--- config.mk ---
export PLATFORM = sky130hd
export DESIGN_NAME = simple_div
export DESIGN_NICKNAME = d
export VERILOG_FILES = /design/src/rtl/simple_div.sv
export SDC_FILE = /design/constraint.sdc
export NUM_CORES = 1
export LEC_CHECK = 0
export ABC_AREA = 1
export CAP_MARGIN = 0
export CORE_MARGIN = 3
export CORE_UTILIZATION = 40
export DETAILED_ROUTE_END_ITERATION = 10
export PLACE_DENSITY = 0.65
export SKIP_CTS_REPAIR_TIMING = 1
export SYNTH_ARGS = -nofsm -noshare
export SYNTH_HDL_FRONTEND = slang
export SYNTH_SLANG_ARGS = --single-unit
--- constraint.sdc ---
create_clock -name clk -period 3.5 [get_ports clk]
set_input_delay 0.7 -clock clk [delete_from_list [all_inputs] [get_ports clk]]
set_output_delay 0.7 -clock clk [all_outputs]
set_load 0.05 [all_outputs]
--- src/rtl/simple_div.sv ---
// Unsigned restoring divider: one quotient bit per cycle over XLEN cycles.
// Optional SIMPLE_DIV_DBZ_CHECK_EN short-circuits divide-by-zero straight to DONE.
module simple_div #(
  parameter int unsigned XLEN = 16
) (
  input  logic            clk,
  input  logic            reset,
  input  logic            start,
  input  logic [XLEN-1:0] a,
  input  logic [XLEN-1:0] b,
  output logic            ready,
  output logic            busy,
  output logic            done,
  output logic            dbz,
  output logic [XLEN-1:0] quotient,
  output logic [XLEN-1:0] remainder
);

  localparam int unsigned RW = XLEN + 1;
  localparam int unsigned SW = XLEN + 2;
  localparam int unsigned CW = $clog2(XLEN + 1);

  typedef enum logic [1:0] {
    IDLE    = 2'd0,
    OPERATE = 2'd1,
    DONE    = 2'd2
  } state_e;

  state_e            state_q;
  logic              ready_q;
  logic              busy_q;
  logic              done_q;
  logic [XLEN-1:0]   dvd_q;
  logic [XLEN-1:0]   dvs_q;
  logic [RW-1:0]     rem_q;
  logic [CW-1:0]     cnt_q;
  logic [XLEN-1:0]   quot_q;
  logic [XLEN-1:0]   remo_q;

  logic [SW-1:0]     rem_shift;
  logic [SW-1:0]     rem_diff;
  logic              q_bit;
  logic [RW-1:0]     rem_d;
  logic [XLEN-1:0]   dvd_d;
  logic [CW-1:0]     cnt_d;
  logic              last_iter;

  // One restoring step: shift {rem, dividend} left, trial-subtract the divisor.
  always_comb begin
    rem_shift = {rem_q, dvd_q[XLEN-1]};
    rem_diff  = rem_shift - SW'(dvs_q);
    q_bit     = (rem_shift >= SW'(dvs_q));
    rem_d     = q_bit ? RW'(rem_diff) : RW'(rem_shift);
    dvd_d     = XLEN'({dvd_q, q_bit});
    cnt_d     = cnt_q + CW'(1);
    last_iter = (cnt_q == CW'(XLEN - 1));
  end

`ifdef SIMPLE_DIV_DBZ_CHECK_EN
  logic dbz_q;
`endif

  always_ff @(posedge clk or posedge reset) begin
    if (reset) begin
      state_q <= IDLE;
      ready_q <= 1'b1;
      busy_q  <= 1'b0;
      done_q  <= 1'b0;
      dvd_q   <= '0;
      dvs_q   <= '0;
      rem_q   <= '0;
      cnt_q   <= '0;
      quot_q  <= '0;
      remo_q  <= '0;
`ifdef SIMPLE_DIV_DBZ_CHECK_EN
      dbz_q   <= 1'b0;
`endif
    end else begin
      case (state_q)
        IDLE: begin
          if (start) begin
            dvd_q <= a;
            dvs_q <= b;
            rem_q <= '0;
            cnt_q <= '0;
`ifdef SIMPLE_DIV_DBZ_CHECK_EN
            if (b == '0) begin
              state_q <= DONE;
              ready_q <= 1'b0;
              done_q  <= 1'b1;
              quot_q  <= '1;
              remo_q  <= a;
              dbz_q   <= 1'b1;
            end else begin
              state_q <= OPERATE;
              ready_q <= 1'b0;
              busy_q  <= 1'b1;
            end
`else
            state_q <= OPERATE;
            ready_q <= 1'b0;
            busy_q  <= 1'b1;
`endif
          end
        end
        OPERATE: begin
          rem_q <= rem_d;
          dvd_q <= dvd_d;
          cnt_q <= cnt_d;
          // Results are captured only on the final step, so they hold between operations.
          if (last_iter) begin
            state_q <= DONE;
            busy_q  <= 1'b0;
            done_q  <= 1'b1;
            quot_q  <= dvd_d;
            remo_q  <= XLEN'(rem_d);
`ifdef SIMPLE_DIV_DBZ_CHECK_EN
            dbz_q   <= 1'b0;
`endif
          end
        end
        DONE: begin
          state_q <= IDLE;
          done_q  <= 1'b0;
          ready_q <= 1'b1;
        end
        default: begin
          state_q <= IDLE;
          ready_q <= 1'b1;
          busy_q  <= 1'b0;
          done_q  <= 1'b0;
        end
      endcase
    end
  end

  assign ready     = ready_q;
  assign busy      = busy_q;
  assign done      = done_q;
  assign quotient  = quot_q;
  assign remainder = remo_q;
`ifdef SIMPLE_DIV_DBZ_CHECK_EN
  assign dbz       = dbz_q;
`else
  assign dbz       = 1'b0;
`endif

endmodule
==> metrics.txt <==
status finished, final reports clean; Clock Sink Count 91; minimum clock period 2.62 ns; flops & latches, synth 91; Worst Setup Slack, final 0.878 ns; Seq/Total Area, Yosys about 47%; post-synthesis net count a little under 700; clock-pin slew on the worst setup and hold paths 0.07 ns; Starting Density 41.9%; Die X 117 microns; actual slew at the worst max-slew pin 0.636 ns; Area Growth Syn to Fin 22.8%; beginning of the worst hold path remainder[5]; RR Endpoint remainder[15]; I/O Pins 71; design area 6000 sq um; Total Wirelength 12000 microns; Final period util 74.9%; share of layout cells above drive strength 1 5.52%; Arr. time, crit path around 2.9 ns; DR top layer met4; die area 13600 sq um; critical path class register to register; Detail Route Antenna Nets 0; # rows 39; Wirelength per Cell approximately 14 microns; Async SR Flop Fraction 100%; Max Cap Viol 0; Syn. warnings 0; met2 wire len 5550 microns; Cell Area, Placed 5700 sq um; DP HPWL 8200 microns; detailed router's first-iteration violation count approximately 250; first drt pass iteration count 5; worst r2r src cnt_q[0]; Post-Route M1 WL 5690 microns; Clock Latency Late Sink 0.35 ns; Longest Clk Path Bufs 2; Die Y 117 microns; fillcell total 1116; Distinct cells, synth 35; fin nets 756; via count 4321; crit end category register; grt ovf 0; Antenna Cells 0; Critical Path Source Type register; fin. max-slew vios 0; wire length of the first global-routing pass 20200 microns; Placement Setup Slack 0.875 ns; CORE AREA between 10000 and 15000 sq um; RSZ-0062 raised after global routing no; Worst Hold End remainder[5]; flop-to-flop setup slack 0.88 ns; Port Buf Inserts 69; cts bufs inserted 9; required time at the worst-slack endpoint 3.73 ns; total track usage between 10% and 20%; DRC Markers 0; met3 WL post-DR 600 microns; pin count of the biggest net entering global routing 92; Clock Skew ~0.0088 ns; Post-Syn Instances 640; Setup TNS 0 ns; Crit Path Max Fanout 22; final hold vios 0; H-tree levels 3; vias in the first global route between 4000 and 5000; number of synthesized flops with an enable pin 0; Fmax achieved 381 MHz; worst reg2reg path depth 8; Via density 5.09; worst hold stages 2; mapped cell area roughly 5000 sq um; Max-slew headroom 57.5%; predominant post-synthesis flop cell dfrtp_1; CTS tree yes; GP Congestion 0.863; syn_area_per_cell 7.64 sq um; Finish-stage setup viols 0; HP Class register to register; initial antenna violation count 0; CTS root buf clkbuf_16
[worst max path at each step]
stage	slack, ns	end	startpoint	cells past startpoint
floorplan	0.44	busy	reset	1
global placement	0.97	remainder[15]	cnt_q[0]	8
detailed placement	0.88	remainder[15]	cnt_q[0]	8
CTS	0.85	remainder[15]	cnt_q[0]	8
global route	0.59	remainder[15]	cnt_q[0]	8
finish	0.88	remainder[15]	cnt_q[0]	8
[layer usage]
metal	up-vias	track usage, %
li1	2138	-
met1	2070	25.8
met3	17	4.56
met2	96	29.8
met4	0	5.89
met5	-	0
[critical path, cell delays in order, from the launching register on]
cell	delay, ns
dfrtp_1	0.41
ha_1	0.22
nand2_1	0.08
nor2_1	0.05
ha_1	0.20
nand2_1	0.47
clkinv_1	0.70
nand3_1	0.29
nand2_1	0.08
[cell usage in the layout (no fill, tap or decap), types with 9 or more instances in the layout]
cell type	count
o21ai_0	45
clkbuf_16	9
nand3_1	26
clkdlybuf4s50_1	69
dfrtp_1	90
a21oi_1	9
nand2_1	252
nand4_1	19
ha_1	18
inv_1	83
nor2_1	20
[registers in the layout (all words and copies together) (netlist names)]
name	cells
dvd_q	16
quotient	16
dvs_q	16
rem_q	17
remainder	16
ready	1
done	1
busy	1
state_q	2
cnt_q	5
[synth_stat cells, types with 7 or more instances]
master	count	area, sq um
clkbuf_1	15	56.3
nand4_1	19	119
inv_1	84	315
o221ai_1	7	61.3
ha_1	18	225
nand3_1	26	130
a22oi_1	8	60.1
o21ai_0	45	225
dfrtp_1	90	2250
nor2_1	21	78.8
nand2_1	252	946
a21oi_1	9	45.0
[cell type report]
type	instances	area, sq um	area share, %
flip-flops and latches	91	2280	38.0
multi-input cells	438	2170	36.2
repair buffers	74	741	12.3
inverters	88	332	5.52
clock buffers	9	225	3.75
well taps	143	179	2.98
clock inverters	6	73.8	1.23
[cells by family (layout without fill, tap and decap cells)]
logic type / after synthesis / after routing / synth area share (%)
AO/OA/AOI/OAI: 74 / 74 / 8.93
XOR/XNOR: 8 / 8 / 1.43
adder cells (fa/ha/maj): 19 / 19 / 5.02
buffers and inverters: 111 / 177 / 8.98
flip-flops: 91 / 91 / 46.6
other: 1 / 1 / 0.0767
AND/OR/NAND/NOR: 336 / 336 / 29.0
[through the flow]
stage	util (%)	instances	hold slack, ns
floorplan	-	640	0.453
global placement	48.9	834	0.469
detailed placement	48.9	834	0.467
CTS	51.5	849	0.491
global route	51.5	849	0.504
finish	51.5	849	0.485
Power is not shown: default switching activity piles up to over one toggle a cycle in this logic, so the estimate is an artifact.
